[src/rtl/cordic_seq_ctrl.sv]
// Sequencing controller for the sequential CORDIC unit: start/done handshake,
// one-cycle operand load, then iterates the arctangent ROM address with rotation direction.
//
// state | meaning
// IDLE  | waiting for start; ready=1
// LOAD  | one-cycle datapath operand load
// ITER  | one micro-rotation per cycle, rom_addr = iteration index
// DONE  | one-cycle done pulse, result final in datapath registers
module cordic_seq_ctrl #(
    parameter int NITER = 16,
    parameter int ADDRW = 4
) (
    input  logic             clock,
    input  logic             reset,
    input  logic             start,
    input  logic             mode,
    input  logic             abort,
    input  logic             z_sign,
    input  logic             y_sign,
    output logic             ready,
    output logic             busy,
    output logic             load,
    output logic             en_iter,
    output logic [ADDRW-1:0] rom_addr,
    output logic             rot_dir,
    output logic             last,
    output logic             done
);

    typedef enum logic [1:0] {
        S_IDLE,
        S_LOAD,
        S_ITER,
        S_DONE
    } state_t;

    localparam logic [ADDRW-1:0] LAST_IDX = ADDRW'(NITER - 1);

    state_t           state;
    state_t           state_nx;
    logic [ADDRW-1:0] cnt;
    logic [ADDRW-1:0] cnt_nx;
    logic             mode_r;
    logic             mode_nx;
    logic             at_last;

    always_ff @(posedge clock or posedge reset) begin
        if (reset) begin
            state  <= S_IDLE;
            cnt    <= '0;
            mode_r <= 1'b0;
        end else begin
            state  <= state_nx;
            cnt    <= cnt_nx;
            mode_r <= mode_nx;
        end
    end

    assign at_last = (cnt == LAST_IDX);

    always_comb begin
        state_nx = state;
        cnt_nx   = cnt;
        mode_nx  = mode_r;
        case (state)
            S_IDLE: begin
                cnt_nx = '0;
                // start outranks abort here; abort has nothing to cancel in IDLE
                if (start) begin
                    state_nx = S_LOAD;
                    mode_nx  = mode;
                end
            end
            S_LOAD: begin
                cnt_nx   = '0;
                state_nx = abort ? S_IDLE : S_ITER;
            end
            S_ITER: begin
                if (abort) begin
                    state_nx = S_IDLE;
                    cnt_nx   = '0;
                end else if (at_last) begin
                    state_nx = S_DONE;
                    cnt_nx   = '0;
                end else begin
                    cnt_nx = cnt + ADDRW'(1);
                end
            end
            S_DONE: begin
                cnt_nx   = '0;
                state_nx = S_IDLE;
            end
            default: begin
                state_nx = S_IDLE;
                cnt_nx   = '0;
            end
        endcase
    end

    // Everything except rot_dir decodes registered state only, so no glitches at boundaries.
    assign ready    = (state == S_IDLE);
    assign busy     = (state == S_LOAD) || (state == S_ITER);
    assign load     = (state == S_LOAD);
    assign en_iter  = (state == S_ITER);
    assign rom_addr = (state == S_ITER) ? cnt : '0;
    assign last     = (state == S_ITER) && at_last;
    assign done     = (state == S_DONE);

    // Rotation drives z toward zero; vectoring drives y toward zero.
    assign rot_dir  = (state == S_ITER) && (mode_r ? y_sign : ~z_sign);

endmodule

[config.mk]
export PLATFORM = sky130hd
export DESIGN_NAME = cordic_seq_ctrl
export DESIGN_NICKNAME = d
export VERILOG_FILES = /design/src/rtl/cordic_seq_ctrl.sv
export SDC_FILE = /design/constraint.sdc
export NUM_CORES = 1
export LEC_CHECK = 0
export ABC_AREA = 1
export CAP_MARGIN = 25
export CORE_MARGIN = 4
export CORE_UTILIZATION = 37
export CTS_BUF_LIST = sky130_fd_sc_hd__clkbuf_16
export CTS_CLUSTER_SIZE = 28
export DETAILED_ROUTE_END_ITERATION = 7
export GPL_ROUTABILITY_DRIVEN = 1
export PLACE_DENSITY = 0.71
export SETUP_SLACK_MARGIN = 0.3
export SLEW_MARGIN = 20
export SYNTH_ARGS = -nofsm -noshare
export SYNTH_HDL_FRONTEND = slang
export SYNTH_SLANG_ARGS = --single-unit
[constraint.sdc]
create_clock -name clock -period 1.4 [get_ports clock]
set_clock_uncertainty 0.15 [all_clocks]
set_input_delay 0.21 -clock clock [delete_from_list [all_inputs] [get_ports clock]]
set_output_delay 0.21 -clock clock [all_outputs]
set_load 0.005 [all_outputs]
### Word level (Yosys, flattened, before mapping)

Index checks and enable logic that the tools add are counted.

| cells by class | value |
|---|---|
| add/subtract/negate cells | 1 |
| equality and inequality tests | 6 |
| mux-type cells | 10 |
| bitwise operators | 1 |
| reduce and logical (&&, ||, !) cells | 7 |

Operators with widths:

| operator | number |
|---|---|
| 2-to-1 mux 4 bit | 3 |
| 2-to-1 mux 2 bit | 4 |
| one-hot mux 2 bit (4 select lines) | 1 |
| one-hot mux 4 bit (2 select lines) | 1 |
| adder 4 x 1 -> 4 bit, second input constant | 1 |
| equality test 2 bit, second input constant | 2 |
| equality test 4 bit, second input constant | 1 |
| AND reduction 2 bit | 2 |
| inequality test 3 x 2 -> 1 bit, second input constant | 1 |
| OR reduction 3 bit | 1 |
| equality test 2 x 1 -> 1 bit, second input constant | 1 |
| logical AND 1 bit | 2 |
| logical NOT 2 bit | 1 |
| inequality test 2 bit, second input constant | 1 |
| logical OR 1 bit | 1 |
| 2-to-1 mux 1 bit | 1 |
| NOT 1 bit | 1 |

| storage, ports and cells | value |
|---|---|
| register bits | 7 |
| bits of input ports | 7 |
| output and inout bits | 11 |
| logic and storage cells | 28 |

### Logic depth before layout (Yosys ltp)

| depth | value |
|---|---|
| word-level depth | 4 |
| depth in mapped cells | 9 |
| depth with buffers taken out | 8 |

### Worst setup path after synthesis

Ideal clock, no wire load.

| timing path | value |
|---|---|
| kind | register to register |
| start | register state[0] |
| end | register state[0] |
| setup time | 0.117 ns |
| arrival | 1.088 ns |
| data required time | 1.133 ns |
| setup slack | 0.045 ns |
| stages on the path, launching flop included | 10 |
| path buffers | 1 |
| clock period less this slack | 1.355 ns |
| path through | dfrtp_1 > inv_1 > ha_1 > buf_6 > inv_4 > nor2_8 > nand2_4 > nand2_2 > nand2_1 > nand2_1 |

| between the ends | value |
|---|---|
| longest elaborated chain between the ends | 3 |
| elaborated cells between the ends (all ways) | 8 |
| those cells by class | 5 x eq/ne; 1 x mux; 2 x reduce/logical |

RTL lines:

| what | line | source |
|---|---|---|
| start: declaration | 39 | `state_t state;` |
| start signal: assignment | 53 | `state <= state_nx;` |
| equality test 2 bit (*) | -- |  |
| named net en_iter | 23 | `output logic en_iter,` |
| inequality test 3 x 2 -> 1 bit (no line) | -- |  |
| AND reduction 2 bit (no line) | -- |  |

Mark *: on every way through the listed nets, which the timed path passes. The rest lies on a longest branch.
A chain may end at the register's enable or synchronous reset.

### Final worst setup path

| timing path | value |
|---|---|
| start | register state[0] |
| end | output port rot_dir |

| between the ends | value |
|---|---|
| longest elaborated chain between the ends | 2 |

RTL lines:

| what | line | source |
|---|---|---|
| equality test 2 bit | 110 | `assign rot_dir = (state == S_ITER) && (mode_r ? y_sign : ~z_sign);` |
| logical AND 1 bit | 110 |  |
| end: declaration | 25 | `output logic rot_dir,` |

No other way between the ends.

==> results.yml <==
detailed_routing:
  drt-vias-per-instance: 4.83
  routed_wl_mm: 1.72
  wl_per_cell_microns: 14.9
  drt-pass1-iter-count: 4
  ant_nets: 0
  drc: 0
  drt-initial-drc-count: 6
  routed-via-count: 556
clocking:
  cts.htree.levels: 1
  cts-buffers-inserted: 3
  clk_latency_ps: 230
  clk_pin_slew_ps: 40
  cts_tree: "yes"
  clock-sinks: 7
  root_buffer: "clkbuf_16"
  cts_buffer_depth: 2
synthesis:
  synth_area_sq_um: 493
  ys_types: 16
  synth_top_area_share: 0.355
  synth.avg_cell_area_sq_um: 8.08
  ys_ff_latch: 7
  yosys.area.top_type: "dfrtp_1"
  synth_nets: 73
  ys_warn_count: 0
  netlist_instances: 61
  yosysSeqAreaShare: 0.355
  ys_top_cells_by_area: "dfrtp_1, ha_1, nand2_1"
global_routing:
  grtUsageTotal: 0.204
  grt_pass1_vias: 601
  antenna_found_initial: 0
  grt_pass1_wl_mm: 2.76
  grt_max_degree: 8
  grt_overflow: 0
cells_and_area:
  stdcell_count: 115
  drive_gt1_frac: 0.663
  final_common_cell: "buf_6"
  fin_area_sq_um: 1040
  final_cell_mix: "buf_6, buf_4, nand2_1"
  num_antenna_cells: 0
  fin_nets: 114
  final_core_util: 0.879
  area_delta_synth_final_pct: 111
place:
  dp.cells: 103
  place_ws_ps: -337
  numPortBuffers: 17
  hpwl_microns: 913
  place.gp.congestion: 0.762
  dpl_cell_area_sq_um: 785
sta:
  setup-tns-final_ps: -1580
  slew_headroom: 0.804
  setup_viol: 13
  min_period_ps: 1590
  worst_slack_ps: -186
  rsz0062_at_grt: "true"
  timing.final.crit_share: 1.13
  whs_ps: 78.8
  max_clock_freq_mhz: 630
  hold_viol_final: 0
  slew_violations: 0
  tightestPinTransition_ps: 294
floorplan:
  rows: 12
  die_w_microns: 44.5
  fp.dieH_microns: 44.5
  dieArea_sq_um: 1980
  io_pins: 18
  start_util: 0.416
  coreArea_sq_um: 1190
setup_path:
  crit_path_end_kind: "output pin"
  worstSetupStartpointType: "register"
  worstSetupPathType: "reg2out"
  worstPathMaxFanout: 4
  arrival_ps: 1230
  required_ps: 1040
power_and_ir_drop:
  vdd_drop_max_v: 0.00161
  power_density_nw_per_um2: 1960
  total_power_mw: 2.04
  power_leakage_nw: 0.565
job:
  drv_cap: 0
hold_path:
  min_path_type: "in2async"
run_status:
  violations: "setup timing"
  status: "finished, violations left"
-- timing repair --
action                                  CTS  global route
gates cloned                              0             0
gates resized for setup                  75            13
hold buffers                              0             0
buffers inserted                          8             0
pin swaps                                10             6
endpoints found under the setup margin   18            18
-- registers in the layout, summed over array words and instances (netlist names) --
signal and count:
mode_r 1, state 2, cnt 4
-- final timing paths --
path,startpoint,endpoint,slack (ps),cells past startpoint
hold reg to reg,cnt[0],cnt[0],430,2
min in group clock,cnt[0],cnt[0],430,2
max in group asynchronous,reset,state[1],780,2
hold / removal,reset,cnt[0],80,2
setup reg to reg,state[1],state[1],-130,8
setup / recovery,state[0],rot_dir,-190,6
-- synthesized netlist by cell type, drive strengths merged --
library cell and instances:
nand2 15, inv 13, nor2 9, dfrtp 7
ha 5, nand3 5, a21oi 3, o21ai 2
buf 1, or2 1
-- power breakdown --
| part | switching [mW] | leakage [nW] | internal [mW] |
|---|---|---|---|
| clock network | 0.116 | 0.0423 | 0.372 |
| registers | 0.0443 | 0.0906 | 0.255 |
| logic | 0.552 | 0.432 | 0.700 |
-- logic make-up (layout without fill, tap and decap cells) --
kind of cell,after synthesis,after routing,synth area share
buf+inv,14,54,0.127
flops,7,7,0.355
fa+ha+maj,5,5,0.127
simple gates,30,30,0.340
compound gates,5,5,0.0508
-- metal layers --
metal / up-vias / wire, microns / track usage
li1: 265 / - / -
met2: 22 / 852 / 0.327
met3: 7 / 62 / 0.0366
met5: - / 0 / 0
met4: 0 / 63 / 0.151
met1: 262 / 739 / 0.238
-- area by class of cell --
class / count / area, sq um
Tap cell: 14 / 17.5
Sequential cell: 7 / 176
Fill cell: 55 / 144
Clock inverter: 1 / 3.75
Multi-Input combinational cell: 40 / 374
Inverter: 13 / 56.3
Clock buffer: 3 / 75.1
Timing Repair Buffer: 37 / 339
-- critical path: stages (launching register included) --
cell,delay [ps]
dfrtp_1,380
inv_2,80
ha_4,160
buf_6,100
o21ai_2,40
a21oi_1,110
buf_2,130
Note: power is estimated with default switching activity, not from simulation.
